**src/rtl/load_store_unit_pkg.sv**
```systemverilog
// Shared definitions for the load/store unit: access-type codes, FSM states
// and the alignment rule used to qualify MEM-stage requests.
package lsu_pkg;

    localparam logic [2:0] LB  = 3'b000;
    localparam logic [2:0] LH  = 3'b001;
    localparam logic [2:0] LW  = 3'b010;
    localparam logic [2:0] LBU = 3'b100;
    localparam logic [2:0] LHU = 3'b101;
    localparam logic [2:0] SB  = 3'b000;
    localparam logic [2:0] SH  = 3'b001;
    localparam logic [2:0] SW  = 3'b010;

    typedef enum logic [1:0] {
        IDLE,
        RD_WAIT,
        WR_WAIT,
        DONE
    } lsu_state_t;

    // Unknown access codes are reported as not aligned so one test covers
    // both the legality and the alignment of a request.
    function automatic logic is_aligned(input logic [2:0] funct3, input logic [1:0] offset);
        logic ok;
        case (funct3)
            LB, LBU: ok = 1'b1;
            LH, LHU: ok = ~offset[0];
            LW:      ok = (offset == 2'b00);
            default: ok = 1'b0;
        endcase
        return ok;
    endfunction

endpackage

```
**src/rtl/load_store_unit_load_extend.sv**
```systemverilog
// Picks the addressed byte/half/word out of a memory word and extends it.
// Lane [31:24] carries the byte at the word address, [7:0] the byte at +3.
module load_extend
    import lsu_pkg::*;
(
    input  logic [31:0] word,
    input  logic [1:0]  offset,
    input  logic [2:0]  funct3,
    output logic [31:0] result
);

    logic        [7:0]  lane [4];
    logic signed [7:0]  sel_byte;
    logic signed [15:0] sel_half;

    // Split the word into per-address bytes, select the operand and extend it
    always_comb begin
        for (int i = 0; i < 4; i++) begin
            lane[i] = word[31-8*i -: 8];
        end
        sel_byte = lane[offset];
        sel_half = {lane[{offset[1], 1'b1}], lane[{offset[1], 1'b0}]};
        case (funct3)
            LB:      result = 32'(sel_byte);
            LH:      result = 32'(sel_half);
            LBU:     result = {24'd0, sel_byte};
            LHU:     result = {16'd0, sel_half};
            LW:      result = {lane[3], lane[2], lane[1], lane[0]};
            default: result = '0;
        endcase
    end

endmodule

```
**src/rtl/load_store_unit.sv**
```systemverilog
// Load/store unit between the MEM stage and data memory. Qualifies each
// request, drives fixed-latency memory strobes, extends load data and
// stalls the pipeline while an access is in flight.
module load_store_unit
    import lsu_pkg::*;
#(
    parameter int READ_LATENCY  = 5,
    parameter int WRITE_LATENCY = 1
)(
    input  logic        CLK,
    input  logic        RESET_N,
    input  logic        MEM_READ,
    input  logic        MEM_WRITE,
    input  logic [2:0]  FUNCT3,
    input  logic [31:0] ADDRESS,
    input  logic [31:0] STORE_DATA,
    output logic [31:0] LOAD_DATA,
    output logic        STALL,
    output logic        FAULT,
    output logic        DM_READ,
    output logic        DM_WRITE,
    output logic [2:0]  DM_FUNCT3,
    output logic [31:0] DM_ADDRESS,
    output logic [31:0] DM_WRITEDATA,
    input  logic [31:0] DM_READDATA
);

    localparam int MAX_LAT = (READ_LATENCY > WRITE_LATENCY) ? READ_LATENCY : WRITE_LATENCY;
    localparam int CNT_W   = $clog2(MAX_LAT + 1);
    localparam logic [CNT_W-1:0] RD_LAST = CNT_W'(READ_LATENCY - 1);
    localparam logic [CNT_W-1:0] WR_LAST = CNT_W'(WRITE_LATENCY - 1);

    lsu_state_t       state;
    logic [CNT_W-1:0] lat_cnt;
    logic [1:0]       ld_offset;
    logic [2:0]       ld_funct3;
    logic [31:0]      extended;
    logic             load_ok;
    logic             store_ok;

    // Classify the request and decode stall/fault; both held low during reset
    always_comb begin
        load_ok  = MEM_READ & ~MEM_WRITE & is_aligned(FUNCT3, ADDRESS[1:0]);
        store_ok = MEM_WRITE & ~MEM_READ & ~FUNCT3[2] & is_aligned(FUNCT3, ADDRESS[1:0]);
        STALL    = 1'b0;
        FAULT    = 1'b0;
        if (RESET_N) begin
            case (state)
                IDLE: begin
                    STALL = load_ok | store_ok;
                    FAULT = (MEM_READ | MEM_WRITE) & ~(load_ok | store_ok);
                end
                RD_WAIT, WR_WAIT: STALL = 1'b1;
                default: ;
            endcase
        end
    end

    // Access FSM with latency counter and registered memory-side outputs
    always_ff @(posedge CLK or negedge RESET_N) begin
        if (!RESET_N) begin
            state        <= IDLE;
            lat_cnt      <= '0;
            DM_READ      <= 1'b0;
            DM_WRITE     <= 1'b0;
            DM_FUNCT3    <= '0;
            DM_ADDRESS   <= '0;
            DM_WRITEDATA <= '0;
            LOAD_DATA    <= '0;
        end else begin
            case (state)
                IDLE: begin
                    lat_cnt <= '0;
                    if (load_ok) begin
                        DM_ADDRESS <= {ADDRESS[31:2], 2'b00};
                        DM_READ    <= 1'b1;
                        state      <= RD_WAIT;
                    end else if (store_ok) begin
                        DM_ADDRESS   <= ADDRESS;
                        DM_WRITEDATA <= STORE_DATA;
                        DM_FUNCT3    <= FUNCT3;
                        DM_WRITE     <= 1'b1;
                        state        <= WR_WAIT;
                    end
                end
                RD_WAIT: begin
                    lat_cnt <= lat_cnt + 1'b1;
                    if (lat_cnt == RD_LAST) begin
                        LOAD_DATA <= extended;
                        DM_READ   <= 1'b0;
                        state     <= DONE;
                    end
                end
                WR_WAIT: begin
                    lat_cnt <= lat_cnt + 1'b1;
                    if (lat_cnt == WR_LAST) begin
                        DM_WRITE <= 1'b0;
                        state    <= DONE;
                    end
                end
                default: begin
                    // The request still visible here belongs to the finished access
                    lat_cnt <= '0;
                    state   <= IDLE;
                end
            endcase
        end
    end

    // Remember the load's byte offset and type for extraction at completion
    always_ff @(posedge CLK) begin
        if (state == IDLE && load_ok) begin
            ld_offset <= ADDRESS[1:0];
            ld_funct3 <= FUNCT3;
        end
    end

    load_extend u_extend (
        .word   (DM_READDATA),
        .offset (ld_offset),
        .funct3 (ld_funct3),
        .result (extended)
    );

endmodule

```
**config.mk**
```make
export PLATFORM = sky130hd
export DESIGN_NAME = load_store_unit
export DESIGN_NICKNAME = d
export VERILOG_FILES = /design/src/rtl/load_store_unit_pkg.sv /design/src/rtl/load_store_unit_load_extend.sv /design/src/rtl/load_store_unit.sv
export SDC_FILE = /design/constraint.sdc
export NUM_CORES = 1
export LEC_CHECK = 0
export ABC_AREA = 1
export CAP_MARGIN = 20
export CELL_PAD_IN_SITES_DETAIL_PLACEMENT = 1
export CELL_PAD_IN_SITES_GLOBAL_PLACEMENT = 2
export CORE_MARGIN = 3
export CORE_UTILIZATION = 27
export DETAILED_ROUTE_END_ITERATION = 7
export GPL_TIMING_DRIVEN = 1
export PLACE_DENSITY = 0.89
export SYNTH_ARGS = -nofsm -noshare
export SYNTH_HDL_FRONTEND = slang
export SYNTH_HIERARCHICAL = 1
export SYNTH_SLANG_ARGS = --single-unit
```
**constraint.sdc**
```tcl
create_clock -name CLK -period 2.9 [get_ports CLK]
set_input_delay 0.435 -clock CLK [delete_from_list [all_inputs] [get_ports CLK]]
set_output_delay 0.435 -clock CLK [all_outputs]
set_load 0.1 [all_outputs]
```
=== Yosys cells after proc, flatten, opt, wreduce, memory -nomap -nowiden ===
Index checks and enable logic that the tools add are counted.
Widths: inputs -> output; s select.

* Add/sub/neg operators: 1
* Multiply operators: 0
* Divide/modulo/power cells: 0
* Magnitude comparators: 3
* Eq/ne operators: 17
* Shifts and indexed selects: 0
* Mux-type cells: 30
* Bitwise logic cells: 17
* Reduce and logical (&&, ||, !) cells: 18

{| class="wikitable"
|+ Operators with widths
! kind !! count
|-
| $pmux 32 s5 || 1
|-
| $mux 32 || 2
|-
| $bmux 8 s2 || 3
|-
| $mux 8 || 6
|-
| $eq 3x3->1 const B || 5
|-
| $ne 2x2->1 const B || 5
|-
| $ge 3x3->1 const B || 3
|-
| $logic_not 3->1 || 3
|-
| $not 2->3 || 3
|-
| $reduce_and 3->1 || 3
|-
| $mux 1 || 8
|-
| $mux 2 || 4
|-
| $and 1x1->1 || 6
|-
| $eq 3x1->1 const B || 2
|-
| $eq 3x2->1 const B || 2
|-
| $not 1->1 || 6
|-
| $pmux 1 s2 || 3
|-
| $pmux 2 s3 || 1
|-
| $reduce_bool 2->1 || 3
|-
| $reduce_or 2->1 || 3
|-
| $logic_not 2->1 || 2
|-
| $reduce_and 2->1 || 2
|-
| $reduce_and 4->1 || 1
|-
| $add 3x1->3 const B || 1
|-
| other kinds (7) || 8
|}

* Flip-flop bits (word level): 111
* Latch bits: 0
* Bits in writable memories: 0
* Memory bits (read-only): 0
* Input port bits: 103
* Output and inout bits: 103
* Memories: 0

=== Logic depth before layout (Yosys ltp) ===
* Word-level depth: 9
* Depth in mapped cells: 9
* Depth with buffers taken out: 9

=== Hierarchy ===
The synthesis kept the hierarchy.

{| class="wikitable"
|+ By module, submodules not included
! module !! instances !! cells an instance !! area an instance (µm²) !! sequential area each (µm²)
|-
| load_store_unit || 1 || 435 || 4433.0 || 2802.7
|-
| load_extend || 1 || 199 || 1054.8 || 0.0
|}

=== Least setup slack after synthesis ===
No wires, ideal clock.

* Kind: register to output
* From: register state[0]
* To: output FAULT
* Data arrival time: 2.100 ns
* Setup slack: 0.365 ns
* Cell stages (with the launch flop): 6
* Buffers on the path: 1
* Cells stage by stage: dfrtp_1 > inv_1 > ha_1 > buf_2 > nand2_1 > nor2_1

* Word-level cells in the longest chain between the ends: 3

{| class="wikitable"
|+ RTL lines
! element !! line !! RTL
|-
| start, declared || load_store_unit.sv:33 || <nowiki>lsu_state_t state;</nowiki>
|-
| start signal, assigned || load_store_unit.sv:62 || <nowiki>state <= IDLE;</nowiki>
|-
| start signal, assigned || load_store_unit.sv:77 || <nowiki>state <= RD_WAIT;</nowiki>
|-
| start signal, assigned || load_store_unit.sv:83 || <nowiki>state <= WR_WAIT;</nowiki>
|-
| $logic_not 2->1 || load_store_unit.sv:48 || <nowiki>case (state)</nowiki>
|-
| $mux 1 || load_store_unit.sv:48 ||
|-
| $mux 1 || load_store_unit.sv:47 || <nowiki>if (RESET_N) begin</nowiki>
|-
| end, declared || load_store_unit.sv:19 || <nowiki>output logic FAULT,</nowiki>
|}

No other way between the ends.

=== Final worst setup path ===
* From: register state[0]
* To: output STALL

* Word-level cells in the longest chain between the ends: 4
* Elaborated cells between the ends (all ways): 6
* Classes of those cells: 2 x eq/ne; 2 x mux; 2 x reduce/logical

{| class="wikitable"
|+ RTL lines
! element !! line !! RTL
|-
| $eq 2x2->1 / $eq 2x1->1 (equally long branches) || load_store_unit.sv:48 ||
|-
| $reduce_or 2->1 (no line) || n/a ||
|-
| $pmux 1 s2 * || load_store_unit.sv:48 ||
|-
| $mux 1 * || load_store_unit.sv:47 ||
|-
| end, declared || load_store_unit.sv:18 || <nowiki>output logic STALL,</nowiki>
|}

Every way passes the cells marked *; elsewhere a longest branch is shown, timed or not.

==> impl_summary.txt <==
----------------------------------------------------
[Status]
  Outcome ... completed

[Die]
  Die span in y ... 148.6 µm
  Die Area ... about 22000 µm²
  Number of I/O pins ... around 210
  Starting utilization of the core area ... 0.2783
  Row Count ... 51
  Die width ... 148.6 µm
  Std-Cell Core Area ... 19720 µm²

[Clock network]
  Clk root buf ... sky130_fd_sc_hd__clkbuf_16
  H-tree lvl count ... 3
  Post-CTS sizing ... 0
  TritonCTS clock tree ... done
  Max Buffers Root-to-Sink ... 2
  Insertion delay of the later-clocked pin in the worst-skew pair ... 0.35 ns
  Clock slew at the register clock pins of the worst setup and hold paths ... approximately 0.08 ns
  Clock net sink count ... roughly 110
  Clock buffers created by TritonCTS ... 9

[Setup path]
  Path type of the worst setup path ... flop to primary output
  CP Launch Type ... flop
  Arrival time of data at the critical path endpoint ... roughly 1.9 ns
  CP endpoint kind ... primary output
  Largest fanout on the critical path ... 7
  Critical path data required time ... about 2.5 ns

[Logic synthesis]
  Post-synthesis async set-or-reset flop share ... 0.9550
  Simple logic cell fraction of the synthesized area ... 0.2870
  Yosys warnings ... 6
  Top_reg_cell synth ... sky130_fd_sc_hd__dfrtp_1
  Synth Instances ... ~630
  Share of the synthesized area in the top cell type ... 0.4834
  Mux cell area share after synthesis ... 0.06566
  Yosys reg bits ... roughly 110
  Number of enable-type register cells in the synthesized netlist ... 5
  Post-Synthesis Cell Area ... ~5500 µm²
  Synth unique cells ... 29
  Synth Area in Adders ... 0.01368
  Number of nets in the synthesized netlist ... ~740
  Sequential share of the synthesized area ... 0.5107
  Cell with the most instances after synthesis ... sky130_fd_sc_hd__nand2_1
  Xor and xnor area share after synthesis ... 0.001596
  Top cell type by total area after synthesis ... sky130_fd_sc_hd__dfrtp_1
  Per-instance average area after synthesis ... 8.656 µm²
  Leading post-synthesis cells by cell area ... sky130_fd_sc_hd__dfrtp_1 (48%), sky130_fd_sc_hd__nand2_1 (17%), sky130_fd_sc_hd__mux2_2 (6.6%)
  Top cells by instance count after synthesis ... sky130_fd_sc_hd__nand2_1 (244), sky130_fd_sc_hd__dfrtp_1 (106), sky130_fd_sc_hd__nand3_1 (42)
  Dominant combinational cell family by area after synthesis ... simple AND/OR/NAND/NOR gates
  Compound-cell area share of the yosys netlist ... 0.03511

[Timing]
  Worst-margin pin slew ... 0.7719 ns
  Final critical path time including I/O delays and setup ... around 2.3 ns
  Slew Limit Fails ... 0
  Crit share post-route ... 0.8080
  Fmax achieved ... approximately 430 MHz
  RSZ-0062 raised after global routing ... no
  Hold WS ... approximately 0.47 ns
  Setup violation total in the final timing report ... 0
  Setup TNS Final ... 0 ns
  Worst Clk Skew ... between 0.008 and 0.009 ns
  Worst slew margin relative to its limit ... 0.4854
  Fin. Hold Viols ... 0

[Global routing]
  Total global routing overflow ... 0
  Pin count of the biggest net entering global routing ... 71
  Antenna violations before repair ... 0
  GRT Total Usage ... 0.1637
  Via count of the first global-routing pass ... 5227
  Global-route wire length before repair ... between 20000 and 30000 µm

[Hold path]
  Worst Hold Class ... flop to flop

[Finish]
  Count of fill cells added during filler insertion ... 2365
  Number of nets at the end of the flow ... approximately 940
  Antenna cell count ... 0
  Fraction of final layout cells with drive strength greater than 1 ... 0.2754
  Synth-to-layout area growth ... 41.22%

[Job]
  Max-cap violations ... 0

[Drt]
  # DRC ... 0
  Remaining antenna violation count ... 0
  Vias per Instance ... ~4.4
  Total detailed-routing wirelength ... ~18000 µm
  First-pass iteration count of the detailed router ... 4
  Overall via count from detail_route ... about 4800
  DRT iter0 DRCs ... approximately 150
  WL per Instance ... 16.27 µm

[Placement]
  Port buffer count ... approximately 210
  Half-perimeter wire length of the detailed placement result ... between 10000 and 15000 µm
  Placer Congestion ... roughly 0.79

----------------------------------------------------
-- cell usage in the layout, fill, tap and decap left out, types with 2 or more instances in the layout --
master	n
sky130_fd_sc_hd__a21oi_1	4
sky130_fd_sc_hd__buf_12	3
sky130_fd_sc_hd__buf_4	110
sky130_fd_sc_hd__clkbuf_16	9
sky130_fd_sc_hd__clkdlybuf4s50_1	101
sky130_fd_sc_hd__clkinv_2	4
sky130_fd_sc_hd__clkinvlp_4	2
sky130_fd_sc_hd__dfrtp_1	106
sky130_fd_sc_hd__edfxtp_1	5
sky130_fd_sc_hd__ha_1	6
sky130_fd_sc_hd__inv_1	38
sky130_fd_sc_hd__inv_2	14
sky130_fd_sc_hd__inv_8	2
sky130_fd_sc_hd__mux2_2	32
sky130_fd_sc_hd__nand2_1	244
sky130_fd_sc_hd__nand2_2	27
sky130_fd_sc_hd__nand2_4	2
sky130_fd_sc_hd__nand3_1	42
sky130_fd_sc_hd__nand3_2	3
sky130_fd_sc_hd__nor2_1	34
sky130_fd_sc_hd__nor2_2	12
sky130_fd_sc_hd__o211ai_1	6
sky130_fd_sc_hd__o21ai_0	13
sky130_fd_sc_hd__o21ai_1	2
sky130_fd_sc_hd__o21ai_2	6
-- metal layers --
| layer | global-route usage | vias to the layer above | wire length [µm] |
|---|---|---|---|
| li1 | - | 2348 | - |
| met1 | 0.2046 | 2278 | 7638 |
| met2 | 0.2594 | 169 | 8003 |
| met3 | 0.07221 | 14 | 2042 |
| met4 | 0.04342 | 0 | 212 |
| met5 | 0 | - | 0 |
-- area by class of cell --
type                       instances  area [µm²]  area share
tap                              265       331.6     0.04278
timing repair buffer             215        1907      0.2460
clock inverter                     6       52.55    0.006781
clock buffer                      10       229.0     0.02954
inverter                          56       215.2     0.02777
sequential                       111        2803      0.3616
multi-input combinational        437        2212      0.2854
-- stage by stage --
stage          instance area, µm²  cells  worst slack [ns]    util
2_1_floorplan                5488    634            0.3648       -
5_1_grt                      7750   1100            0.3815  0.3930
6_report                     7750   1100            0.5568  0.3930
4_1_cts                      7750   1100            0.5161  0.3930
3_3_place_gp                 7458   1083            0.5844  0.3783
3_5_place_dp                 7458   1083            0.5700  0.3783
-- sequential cells by signal, summed over array words and instances, names as in the netlist --
| register | count |
|---|---|
| lat_cnt | 3 |
| DM_FUNCT3 | 3 |
| LOAD_DATA | 32 |
| DM_READ | 1 |
| ld_funct3 | 3 |
| DM_WRITE | 1 |
| ld_offset | 2 |
| state | 2 |
| DM_ADDRESS | 32 |
| DM_WRITEDATA | 32 |
-- cells by family (layout without fill, tap and decap cells) --
| logic type | count (synthesis) | after routing |
|---|---|---|
| AO/OA/AOI/OAI | 31 | 31 |
| XOR/XNOR | 1 | 1 |
| adder cells (fa/ha/maj) | 6 | 6 |
| buffers and inverters | 86 | 287 |
| flip-flops | 111 | 111 |
| multiplexers | 32 | 32 |
| AND/OR/NAND/NOR | 367 | 367 |
-- critical path: stages, from the launching register on --
cell	delay [ns]
sky130_fd_sc_hd__dfrtp_1	0.42
sky130_fd_sc_hd__inv_1	0.10
sky130_fd_sc_hd__ha_1	0.38
sky130_fd_sc_hd__nand3_2	0.17
sky130_fd_sc_hd__nand2_1	0.12
sky130_fd_sc_hd__o21ai_0	0.08
sky130_fd_sc_hd__inv_1	0.10
sky130_fd_sc_hd__buf_12	0.18
-- timing repair --
| item | 4_1_cts | 5_1_grt |
|---|---|---|
| hold endpoints to repair | 8 | 0 |
| hold buffers | 1 | 0 |
| buffers inserted | 0 | 0 |
| endpoints found under the setup margin | 0 | 0 |
-- path summary, 6_finish.rpt --
check	slack, ns	from	endpoint	cells past startpoint
hold / removal	0.47	lat_cnt[0]$_DFF_PN0_	lat_cnt[0]$_DFF_PN0_	1
hold reg to reg	0.47	lat_cnt[0]$_DFF_PN0_	lat_cnt[0]$_DFF_PN0_	1
setup reg to reg	0.92	state[0]$_DFFE_PN0P_	DM_WRITEDATA[24]$_DFFE_PN0P_	8
min in group asynchronous	0.48	RESET_N	DM_ADDRESS[13]$_DFFE_PN0P_	2
setup / recovery	0.56	state[0]$_DFFE_PN0P_	STALL	7
max in group asynchronous	1.42	RESET_N	DM_FUNCT3[1]$_DFFE_PN0P_	3
Power is not shown: default switching activity piles up to over one toggle a cycle in this logic, so the estimate is an artifact.
